==> src/rtl/diff_bram_arbiter.sv <==
// Single-port difference BRAM shared between a never-stalled capture path (A)
// and a low-priority req/gnt reader (B) served only in A-idle cycles.
module diff_bram_arbiter #(
  parameter int ADDR_W     = 17,
  parameter int DATA_W     = 8,
  parameter int FRAME_SIZE = 76800,
  parameter int RD_LATENCY = 1,
  parameter int STARVE_LIM = 1023
) (
  input  logic              clk,
  input  logic              resetn,
  input  logic              a_en,
  input  logic              a_wren,
  input  logic [ADDR_W-1:0] a_addr,
  input  logic [DATA_W-1:0] a_wdata,
  output logic [DATA_W-1:0] a_rdata,
  input  logic              b_req,
  input  logic [ADDR_W-1:0] b_addr,
  output logic              b_gnt,
  output logic              b_rvalid,
  output logic [DATA_W-1:0] b_rdata,
  output logic              b_err,
  output logic              b_starved,
  output logic              bram_en,
  output logic              bram_we,
  output logic [ADDR_W-1:0] bram_addr,
  output logic [DATA_W-1:0] bram_din,
  input  logic [DATA_W-1:0] bram_dout
);

  localparam int CNT_W = $clog2(STARVE_LIM + 1);
  localparam logic [CNT_W-1:0]  CNT_LIM   = CNT_W'(STARVE_LIM);
  localparam logic [ADDR_W:0]   FRAME_LIM = (ADDR_W+1)'(FRAME_SIZE);

  typedef enum logic [1:0] {IDLE, PEND, RDWAIT} state_e;

  state_e                 state_q, state_d;
  logic [CNT_W-1:0]       wait_cnt_q, wait_cnt_d;
  logic                   starved_q, starved_d;
  logic [RD_LATENCY-1:0]  vld_pipe_q, vld_pipe_d;
  logic [RD_LATENCY-1:0]  err_pipe_q, err_pipe_d;
  logic                   rvalid_q, err_q;
  logic [DATA_W-1:0]      rdata_q;
  logic                   b_in_range, capture, cap_err;

  assign b_in_range = ({1'b0, b_addr} < FRAME_LIM);
  assign capture    = vld_pipe_q[RD_LATENCY-1];
  assign cap_err    = err_pipe_q[RD_LATENCY-1];
  // Gated by reset so nothing is accepted while the block is held in reset.
  assign b_gnt      = resetn & b_req & ~a_en & (state_q != RDWAIT);

  assign a_rdata    = bram_dout;
  assign b_rvalid   = rvalid_q;
  assign b_rdata    = rdata_q;
  assign b_err      = err_q;
  assign b_starved  = starved_q;

  always_comb begin
    bram_en   = 1'b0;
    bram_we   = 1'b0;
    bram_addr = '0;
    bram_din  = '0;
    if (a_en) begin
      bram_en   = 1'b1;
      bram_we   = a_wren;
      bram_addr = a_addr;
      bram_din  = a_wdata;
    end else if (b_gnt && b_in_range) begin
      bram_en   = 1'b1;
      bram_addr = b_addr;
    end
  end

  // Latency tracker: the grant bit walks to the slot where bram_dout belongs to B.
  always_comb begin
    vld_pipe_d    = '0;
    err_pipe_d    = '0;
    vld_pipe_d[0] = b_gnt;
    err_pipe_d[0] = b_gnt & ~b_in_range;
    for (int i = 1; i < RD_LATENCY; i++) begin
      vld_pipe_d[i] = vld_pipe_q[i-1];
      err_pipe_d[i] = err_pipe_q[i-1];
    end
  end

  always_comb begin
    state_d    = state_q;
    wait_cnt_d = wait_cnt_q;
    case (state_q)
      IDLE: begin
        wait_cnt_d = '0;
        if (b_req) state_d = b_gnt ? RDWAIT : PEND;
      end
      PEND: begin
        if (!b_req) begin
          state_d    = IDLE;
          wait_cnt_d = '0;
        end else if (b_gnt) begin
          state_d    = RDWAIT;
          wait_cnt_d = '0;
        end else if (wait_cnt_q != CNT_LIM) begin
          wait_cnt_d = wait_cnt_q + 1'b1;
        end
      end
      RDWAIT: if (capture) state_d = IDLE;
      default: begin
        state_d    = IDLE;
        wait_cnt_d = '0;
      end
    endcase
    starved_d = starved_q | (wait_cnt_d == CNT_LIM);
  end

  always_ff @(posedge clk or negedge resetn) begin
    if (!resetn) begin
      state_q    <= IDLE;
      wait_cnt_q <= '0;
      starved_q  <= 1'b0;
      vld_pipe_q <= '0;
      err_pipe_q <= '0;
      rvalid_q   <= 1'b0;
      err_q      <= 1'b0;
      rdata_q    <= '0;
    end else begin
      state_q    <= state_d;
      wait_cnt_q <= wait_cnt_d;
      starved_q  <= starved_d;
      vld_pipe_q <= vld_pipe_d;
      err_pipe_q <= err_pipe_d;
      rvalid_q   <= capture;
      err_q      <= capture & cap_err;
      if (capture) rdata_q <= cap_err ? '0 : bram_dout;
    end
  end

endmodule

==> config.mk <==
export PLATFORM = sky130hd
export DESIGN_NAME = diff_bram_arbiter
export DESIGN_NICKNAME = d
export VERILOG_FILES = /design/src/rtl/diff_bram_arbiter.sv
export SDC_FILE = /design/constraint.sdc
export NUM_CORES = 1
export LEC_CHECK = 0
export CAP_MARGIN = 20
export CELL_PAD_IN_SITES_DETAIL_PLACEMENT = 0
export CELL_PAD_IN_SITES_GLOBAL_PLACEMENT = 1
export CORE_ASPECT_RATIO = 0.75
export CORE_MARGIN = 2
export CORE_UTILIZATION = 26
export CTS_CLUSTER_DIAMETER = 60
export DETAILED_ROUTE_END_ITERATION = 10
export PLACE_DENSITY = 0.77
export SLEW_MARGIN = 5
export SYNTH_ARGS = -nofsm -noshare
export SYNTH_HDL_FRONTEND = slang
export SYNTH_SLANG_ARGS = --single-unit
==> constraint.sdc <==
create_clock -name clk -period 2.8 [get_ports clk]
set_clock_uncertainty 0.1 [all_clocks]
set_input_delay 0.56 -clock clk [delete_from_list [all_inputs] [get_ports clk]]
set_output_delay 0.56 -clock clk [all_outputs]
set_load 0.005 [all_outputs]
==> impl_metrics.csv, run 1 <==
group,metric,value,unit
status,status,"complete, no violations",
logic_synthesis,synth_edf_count,0,
logic_synthesis,synth_area_per_cell,9.01,um2
detailed_routing,vias,1863,
logic_synthesis,syn_inst,192,
detailed_routing,drtPass1Iterations,4,
floorplan,core_region_area,6380,um2
layout,final_core_util,46.9,%
timing,min_period,2.72,ns
timing,slew_headroom,66.1,%
placement,pre_cts_ws,-0.325,ns
worst_setup_path,r2r_setup_slack,0.55,ns
detailed_routing,viasPerCell,4.78,
layout,fin_area,2990,um2
power_and_ir_drop,peakVddDrop,0.000199,V
floorplan,die_area,7330,um2
detailed_routing,wl_per_cell,14.0,um
logic_synthesis,synth_top_flop_cell,"dfrtp_1",
timing,tightest_slew,0.509,ns
logic_synthesis,synth_top_area_share,36.2,%
power_and_ir_drop,p_leak,1.28,nW
worst_setup_path,endpoint_kind,"output pin",
timing,rsz0062_at_grt,"false",
logic_synthesis,ys_ff_latch,25,
global_routing,grt_overflow,0,
logic_synthesis,async_flop_share,100,%
timing,finalCritPeriodShare,97.0,%
logic_synthesis,yosys.area.top_type,"dfrtp_1",
clock_tree,clk_pin_slew,0.10,ns
global_routing,grt_max_degree,29,
clock_tree,cts_buffers,3,
job,drv_cap,0,
layout,ff_latch_area,626,um2
logic_synthesis,yosysWarningCount,0,
detailed_routing,drc_errors,0,
hold_path,worstHoldPathType,"reg -> reg",
worst_setup_path,crit_path_start_kind,"input pin",
layout,nets,369,
worst_setup_path,crit_path_max_fanout,5,
global_routing,grt_pass1_vias,1885,
layout,num_antenna_cells,0,
timing,setup_violations,0,
detailed_routing,routed_wl,5480,um
placement,place_hpwl,4240,um
clock_tree,clock_sinks,25,
floorplan,start_util,27.1,%
clock_tree,cts-htree-levels,1,
floorplan,die_h,74.6,um
global_routing,grt_pass1_wl,8610,um
clock_tree,cts_tree,"yes",
timing,max_freq,0.368,GHz
worst_setup_path,critPathArrivalTime,2.06,ns
floorplan,die_x,98.2,um
layout,fillers,615,
timing,finalSetupTns,0,ns
logic_synthesis,syn_nets,251,
clock_tree,worstSkewPairLatency,0.28,ns
power_and_ir_drop,fin_total_pwr,1.19,mW
timing,maxSlewViolCount,0,
floorplan,rows,25,
layout,drive_above_1_share,22.0,%
clock_tree,postCtsHoldBufs,0,
logic_synthesis,synthDistinctLibCells,46,
layout,multi_input_area,968,um2
placement,portBuffers,101,
placement,place_congestion,0.791,
placement,place_area,2860,um2
timing,hold_viol_final,0,
clock_tree,cts_max_path_buffers,2,
detailed_routing,drtIter0Drc,57,
global_routing,grtUsageTotal,14.9,%
timing,setup_slack,0.0829,ns
logic_synthesis,ys_top_cells_by_area,"dfrtp_1, a22o_1, and2_1",
detailed_routing,ant_nets,0,
logic_synthesis,seq_area_frac_synth,36.2,%
layout,syn2layout_area_growth,72.9,%
floorplan,pin_count,102,
clock_tree,clock-root-buffer,"clkbuf_8",
worst_setup_path,critPathKind,"in -> out",
logic_synthesis,syn_area,1730,um2
global_routing,antenna_found_initial,0,
worst_setup_path,cp_data_required_time,2.14,ns
power_and_ir_drop,p_per_area,399,nW/um2
## routing by layer
metal / routed length, um / up-vias / track usage [%]
met2: 2580 / 94 / 26.4
li1: - / 923 / -
met3: 490 / 4 / 4.55
met5: 0 / - / 0
met4: 52 / 0 / 3.65
met1: 2360 / 842 / 18.2
## worst paths after layout
check	from	to	cells after the start
max	b_addr[11]	bram_addr[12]	9
min	b_starved$_DFF_PN0_	b_starved$_DFF_PN0_	2
max reg2reg	wait_cnt_q[1]$_DFF_PN0_	b_starved$_DFF_PN0_	7
min reg2reg	b_starved$_DFF_PN0_	b_starved$_DFF_PN0_	2
max in group asynchronous	resetn	wait_cnt_q[5]$_DFF_PN0_	2
min in group asynchronous	resetn	wait_cnt_q[9]$_DFF_PN0_	2
## metrics by stage
step / std cells / hold WS, ns
CTS: 390 / 0.383
detailed placement: 374 / 0.359
floorplan: 192 / 0.164
finish: 390 / 0.374
global placement: 374 / 0.354
global route: 390 / 0.403
## state kept, by name, indices dropped and copies added (netlist names)
signal	flops
cap_err	1
wait_cnt_q	10
capture	1
state_q	2
b_err	1
b_rvalid	1
b_rdata	8
b_starved	1
## cell usage after synthesis (4+ instances only)
cell type  number
o21ai_0        15
nor2_1          7
ha_1            4
dfrtp_1        25
nand2_1        10
a21oi_1         8
inv_1          16
nand3b_1        8
a22o_1         18
clkbuf_1        4
and2_1         15
nand3_1         6
buf_4          10
nand4_1         5
## power by group
| group | leakage (nW) | total (mW) | switching (mW) | internal, mW |
|---|---|---|---|---|
| registers | 0.328 | 0.446 | 0.0385 | 0.408 |
| logic | 0.933 | 0.528 | 0.240 | 0.288 |
| clock network | 0.0217 | 0.221 | 0.120 | 0.101 |
## final cells by class
cell class	count	area share, %
Sequential cell	25	20.9
Clock buffer	3	1.38
Inverter	17	2.18
Timing Repair Buffer	131	39.5
Tap cell	81	3.39
Clock inverter	1	0.251
Multi-Input combinational cell	132	32.4
## placed cells by master (no fill, tap or decap), types with 8 or more instances in the layout
| cell | n |
|---|---|
| nand2_1 | 10 |
| buf_4 | 25 |
| nand3b_1 | 8 |
| a22o_1 | 18 |
| dfrtp_1 | 25 |
| buf_2 | 14 |
| and2_1 | 14 |
| clkdlybuf4s50_1 | 77 |
| o21ai_0 | 15 |
| inv_1 | 15 |
## critical path, cell delays in order
cell             delay, ns
dlygate4sd2_1         0.25
a21oi_2               0.20
nor2b_4               0.07
o31ai_4               0.25
and2_4                0.19
buf_6                 0.10
buf_6                 0.11
a22o_1                0.12
clkdlybuf4s15_1       0.21
## cell families (layout without fill, tap and decap cells)
family                     after synthesis  count (layout)  share of synthesized area [%]
muxes                                    1               1                          0.579
buffers and inverters                   35             152                           10.5
AOI/OAI and AO/OA                       57              57                           24.5
and+or+nand+nor                         69              69                           24.9
adders and majority gates                4               4                           2.89
xor gates and xnor gates                 1               1                          0.507
DFF                                     25              25                           36.2
## timing repair
action,4_1_cts,5_1_grt
gates cloned,2,0
buffers inserted,10,0
pin swaps,8,1
endpoints found under the setup margin,18,17
gates resized for setup,81,6
Power figures use the tool's default switching activity.
==> inputs of run 2 (changes only) <==
Settings changed: REMOVE_ABC_BUFFERS from default to 1.
==> run 2 against run 1 <==
  * Non-clock buffer count fell by 6
  * Cell count fell by 1.5%
  * Critical path depth is 1 lower
  * Register-to-register slack got worse by 0.06 ns
  * Die area unchanged
  * Via count shrank 0.81%
  * Clock power shrank 2%
  * Count of clock-buffer cells in the layout did not move
  * Critical endpoint is now bram_en
  * Largest power group unchanged
==> impl_metrics.csv, run 2 (synthesis results as in run 1) <==
group,metric,value,unit
detailed_routing,drtPass1Iterations,4,
timing,maxSlewViolCount,0,
clock_tree,clock-root-buffer,"clkbuf_8",
power_and_ir_drop,p_leak,1.28,nW
placement,place_hpwl,4300,um
clock_tree,cts_tree,"yes",
timing,finalCritPeriodShare,97.4,%
timing,slew_headroom,64.3,%
worst_setup_path,critPathKind,"in -> out",
worst_setup_path,r2r_setup_slack,0.49,ns
placement,place_congestion,0.850,
layout,syn2layout_area_growth,72.4,%
clock_tree,cts_max_path_buffers,2,
layout,top_register,"wait_cnt_q",
job,drv_cap,0,
detailed_routing,ant_nets,0,
detailed_routing,viasPerCell,4.81,
layout,fillers,637,
power_and_ir_drop,peakVddDrop,0.000190,V
worst_setup_path,r2r-end,"b_starved$_DFF_PN0_",
worst_setup_path,crit_path_max_fanout,4,
timing,tightest_slew,0.535,ns
global_routing,grtUsageTotal,14.6,%
power_and_ir_drop,fin_total_pwr,1.19,mW
layout,final_common_cell,"clkdlybuf4s50_1",
global_routing,grt_pass1_wl,8660,um
placement,portBuffers,101,
layout,layout_common_cells,"clkdlybuf4s50_1, dfrtp_1, buf_4",
global_routing,grt_max_degree,29,
clock_tree,worstSkewPairLatency,0.27,ns
detailed_routing,routed_wl,5420,um
floorplan,rows,25,
worst_setup_path,reg2reg_depth,7,
timing,setup_violations,0,
status,status,"complete, no violations",
worst_setup_path,worstSetupStartpoint,"b_req",
worst_setup_path,r2r_start,"wait_cnt_q[0]$_DFF_PN0_",
worst_setup_path,setup.worst_path.end,"bram_en",
worst_setup_path,endpoint_kind,"output pin",
global_routing,grt_overflow,0,
layout,drive_above_1_share,16.5,%
timing,finalSetupTns,0,ns
worst_setup_path,crit_path_start_kind,"input pin",
clock_tree,cts-htree-levels,1,
timing,max_freq,0.367,GHz
layout,largest_register_ffs,10,
layout,num_antenna_cells,0,
timing,hold_viol_final,0,
global_routing,grt_pass1_vias,1877,
clock_tree,cts_buffers,3,
detailed_routing,wl_per_cell,14.1,um
hold_path,worstHoldPathType,"in -> async",
global_routing,antenna_found_initial,0,
floorplan,die_h,74.6,um
floorplan,pin_count,102,
detailed_routing,drtIter0Drc,126,
detailed_routing,drc_errors,0,
floorplan,die_x,98.2,um
clock_tree,clk_pin_slew,0.09,ns
floorplan,core_region_area,6380,um2
detailed_routing,vias,1848,
timing,min_period,2.73,ns
floorplan,die_area,7330,um2
floorplan,start_util,27.1,%
worst_setup_path,critPathArrivalTime,2.07,ns
clock_tree,clock_sinks,25,
layout,nets,363,
worst_setup_path,cp_data_required_time,2.14,ns
power_and_ir_drop,p_per_area,399,nW/um2
==> run 2: cell types whose count changed in the layout (fill, tap and decap cells not counted), moves of 2 or more <==
cell / previous run / this run
dlymetal6s2s_1: 1 / 3
clkdlybuf4s15_1: 2 / 8
buf_4: 25 / 22
buf_2: 14 / 1
buf_6: 5 / 2
clkdlybuf4s50_1: 77 / 74
dlygate4sd2_1: 6 / 12
==> run 2: worst min-delay path by stage <==
stage               cells after the start  slack, ns                start                      end
finish                                  2       0.37               resetn  wait_cnt_q[9]$_DFF_PN0_
detailed placement                      2       0.38  b_starved$_DFF_PN0_      b_starved$_DFF_PN0_
CTS                                     2       0.38               resetn  wait_cnt_q[9]$_DFF_PN0_
global placement                        2       0.37  b_starved$_DFF_PN0_      b_starved$_DFF_PN0_
floorplan                               0       0.16               resetn          b_err$_DFF_PN0_
global route                            2       0.40               resetn  wait_cnt_q[7]$_DFF_PN0_
==> run 2: timing repair <==
action                     4_1_cts  5_1_grt
setup endpoints to repair       19       12
pin swaps                        4        6
resized for setup               50        5
buffers inserted                 5        2
hold buffers                     0        0
==> run 2: critical path, cell delays in order <==
cell and delay [ns]:
clkdlybuf4s50_1 0.44, nand2_1 0.10, inv_1 0.05, and2_4 0.13, buf_4 0.12, buf_4 0.13, or2_2 0.26, dlygate4sd2_1 0.27
==> run 2: layer usage <==
| metal | wire length [um] | up-vias | global-route usage, % |
|---|---|---|---|
| li1 | - | 906 | - |
| met5 | 0 | - | 0 |
| met3 | 542 | 2 | 4.36 |
| met2 | 2570 | 85 | 26.6 |
| met1 | 2270 | 855 | 17.9 |
| met4 | 29 | 0 | 2.28 |
==> run 2: layout make-up <==
type	count	area [um2]	share of cell area, %
Timing Repair Buffer	125	1180	39.7
Multi-Input combinational cell	132	958	32.2
Sequential cell	25	626	21.0
Tap cell	81	101	3.40
Inverter	17	65.1	2.18
Clock buffer	3	41.3	1.39
Clock inverter	1	5.00	0.168
==> run 2: power breakdown <==
part / switching, mW / internal [mW]
logic: 0.236 / 0.297
clock network: 0.117 / 0.0996
registers: 0.0325 / 0.408
==> run 2: metrics by stage <==
stage	utilization (%)	setup WS (ns)	cells	hold slack, ns	cell area, um2
5_1_grt	46.7	-0.00369	384	0.399	2980
4_1_cts	46.7	0.00559	383	0.384	2980
6_report	46.7	0.0730	384	0.371	2980
2_1_floorplan	-	0.219	174	0.164	1610
3_3_place_gp	44.8	-0.449	374	0.370	2860
3_5_place_dp	44.8	-0.443	374	0.379	2860
==> inputs of run 3 (changes only) <==
Settings changed: ABC_AREA from default to 0, CORE_UTILIZATION 26 to 29, PLACE_DENSITY 0.77 to 0.85.
Clock period 2.8 ns to 3.39 ns, I/O delays scaled along.
==> run 3 against run 2 <==
  * Sequential share of layout area grew 0.53 points
  * Non-clock buffer count shrank 13
  * Final area shrank 2.5%
  * Via count shrank 0.60%
  * First-iteration DRC count shrank 29%
  * Worst hold slack gained 0.016 ns
  * Die area shrank 9.9%
  * Flip-flop and latch count is the same
  * Core utilization grew 3.4 points
  * Critical path type unchanged
  * Critical endpoint is now bram_addr[8]
  * Highest routed layer unchanged
==> impl_metrics.csv, run 3 (synthesis results as in run 1) <==
group,metric,value,unit
global_routing,grt_pass1_vias,1738,
layout,largest_register_ffs,10,
timing,min_period,3.32,ns
floorplan,die_h,70.9,um
power_and_ir_drop,p_leak,1.31,nW
timing,maxSlewViolCount,0,
layout,nets,350,
timing,tightest_slew,0.451,ns
placement,place_inst,363,
timing,max_freq,0.301,GHz
layout,num_antenna_cells,0,
detailed_routing,ant_nets,0,
clock_tree,clk_pin_slew,0.09,ns
hold_path,min_to,"b_starved$_DFF_PN0_",
clock_tree,clock_sinks,25,
layout,final_core_util,50.2,%
clock_tree,cts_max_path_buffers,2,
placement,portBuffers,101,
worst_setup_path,r2r_setup_slack,0.86,ns
layout,syn2layout_area_growth,68.1,%
timing,slew_headroom,69.6,%
placement,place_congestion,0.867,
placement,pre_cts_ws,-0.0110,ns
global_routing,antenna_found_initial,0,
global_routing,grt_overflow,0,
worst_setup_path,r2r-end,"b_starved$_DFF_PN0_",
timing,finalCritPeriodShare,98.1,%
worst_setup_path,reg2reg_depth,9,
worst_setup_path,cp_data_required_time,2.61,ns
floorplan,core_region_area,5800,um2
layout,drive_above_1_share,10.7,%
detailed_routing,wl_per_cell,14.3,um
layout,layoutNonFillerInstCount,368,
worst_setup_path,critPathTopFamily,"buffers and inverters",
clock_tree,clock-root-buffer,"clkbuf_8",
worst_setup_path,critPathMostFrequentCell,"clkdlybuf4s50_1",
worst_setup_path,crit_path_max_fanout,10,
floorplan,die_area,6600,um2
worst_setup_path,crit_buf_inv,3,
floorplan,die_x,93.2,um
worst_setup_path,path_cells,"clkdlybuf4s50_1, a21oi_2, nor2b_1, o31ai_2, and2_4, buf_8, a22o_1, clkdlybuf4s50_1",
global_routing,grt_pass1_wl,8260,um
detailed_routing,viasPerCell,4.99,
global_routing,grtUsageTotal,15.7,%
placement,place_hpwl,4090,um
timing,finalSetupTns,0,ns
worst_setup_path,crit_path_start_kind,"input pin",
detailed_routing,drc_errors,0,
worst_setup_path,critPathMaxStageDelay,0.51,ns
global_routing,grt_max_degree,29,
clock_tree,cts_buffers,3,
detailed_routing,drtPass1Iterations,4,
detailed_routing,routed_wl,5270,um
floorplan,rows,24,
worst_setup_path,endpoint_kind,"output pin",
floorplan,start_util,29.8,%
hold_path,worstHoldStart,"b_starved$_DFF_PN0_",
worst_setup_path,cp_slowest_cell,"clkdlybuf4s50_1",
status,status,"complete, no violations",
layout,final_common_cell,"clkdlybuf4s50_1",
layout,top_register,"wait_cnt_q",
timing,setup_violations,0,
detailed_routing,drtIter0Drc,89,
hold_path,holdPathStages,2,
hold_path,worstHoldPathType,"reg -> reg",
clock_tree,cts_tree,"yes",
worst_setup_path,critPathArrivalTime,2.55,ns
layout,layout_common_cells,"clkdlybuf4s50_1, dfrtp_1, a22o_1",
timing,hold_viol_final,0,
power_and_ir_drop,peakVddDrop,0.000127,V
clock_tree,worstSkewPairLatency,0.27,ns
worst_setup_path,critPathKind,"in -> out",
timing,setup_slack,0.0653,ns
floorplan,pin_count,102,
power_and_ir_drop,p_per_area,333,nW/um2
clock_tree,cts-htree-levels,1,
worst_setup_path,r2r_start,"state_q[0]$_DFFE_PN0P_",
detailed_routing,vias,1837,
job,drv_cap,0,
==> run 3: changes by cell type in the layout (fill, tap and decap cells not counted), moves of 2 or more <==
cell | previous run | this run
dlygate4sd2_1 | 12 | 0
dlymetal6s2s_1 | 3 | 12
buf_4 | 22 | 9
clkdlybuf4s15_1 | 8 | 0
clkdlybuf4s15_2 | 2 | 0
clkdlybuf4s50_1 | 74 | 89
==> run 3: cell type report <==
cell class | count | area, um2
Clock buffer | 3 | 41.3
Clock inverter | 1 | 8.76
Fill cell | 514 | 2890
Inverter | 17 | 65.1
Multi-Input combinational cell | 132 | 933
Sequential cell | 25 | 626
Tap cell | 78 | 97.6
Timing Repair Buffer | 112 | 1130
==> run 3: routing by layer <==
metal  routed length, um  vias to the layer above  share of wire [%]  global-route usage (%)
met2                2580                       82                 49                    26.9
li1                    -                      890                  -                       -
met1                2260                      859                 43                    20.1
met4                  40                        0               0.76                    4.08
met5                   0                        -                  0                       0
met3                 380                        6                7.2                    3.62
==> run 3: where the power goes <==
| part | total [mW] | switching [mW] | internal [mW] |
|---|---|---|---|
| clock | 0.191 | 0.104 | 0.0862 |
| combinational | 0.413 | 0.188 | 0.225 |
| sequential | 0.366 | 0.0292 | 0.337 |
==> run 3: metrics by stage <==
step	hold slack (ns)	total power, mW	instance area (um2)
2_1_floorplan	0.282	0.539	1610
3_3_place_gp	0.360	0.779	2800
3_5_place_dp	0.375	0.781	2800
4_1_cts	0.398	0.975	2860
5_1_grt	0.411	1.03	2910
6_report	0.388	0.969	2910
==> run 3: how the worst max path moves through the flow <==
stage | slack (ns) | depth (start not counted) | endpoint | start
2_1_floorplan | 0.69 | 7 | bram_addr[0] | state_q[0]$_DFFE_PN0P_
3_3_place_gp | 0.02 | 8 | bram_addr[1] | b_addr[12]
3_5_place_dp | -0.01 | 8 | bram_addr[6] | b_addr[10]
4_1_cts | 0.002 | 8 | bram_addr[1] | b_addr[10]
5_1_grt | -0.02 | 8 | bram_addr[8] | b_addr[11]
6_report | 0.07 | 8 | bram_addr[8] | b_addr[11]
==> run 3: tightest hold or removal path, cell delays in order (launching register included) <==
cell and delay, ns:
dfrtp_1 0.36, inv_1 0.04, o31ai_1 0.06
==> run 3: timing repair <==
action / 4_1_cts / 5_1_grt
buffers inserted: 1 / 0
pin swaps: 0 / 4
endpoints found under the setup margin: 4 / 18
hold buffers: 0 / 0
resized for setup: 1 / 17
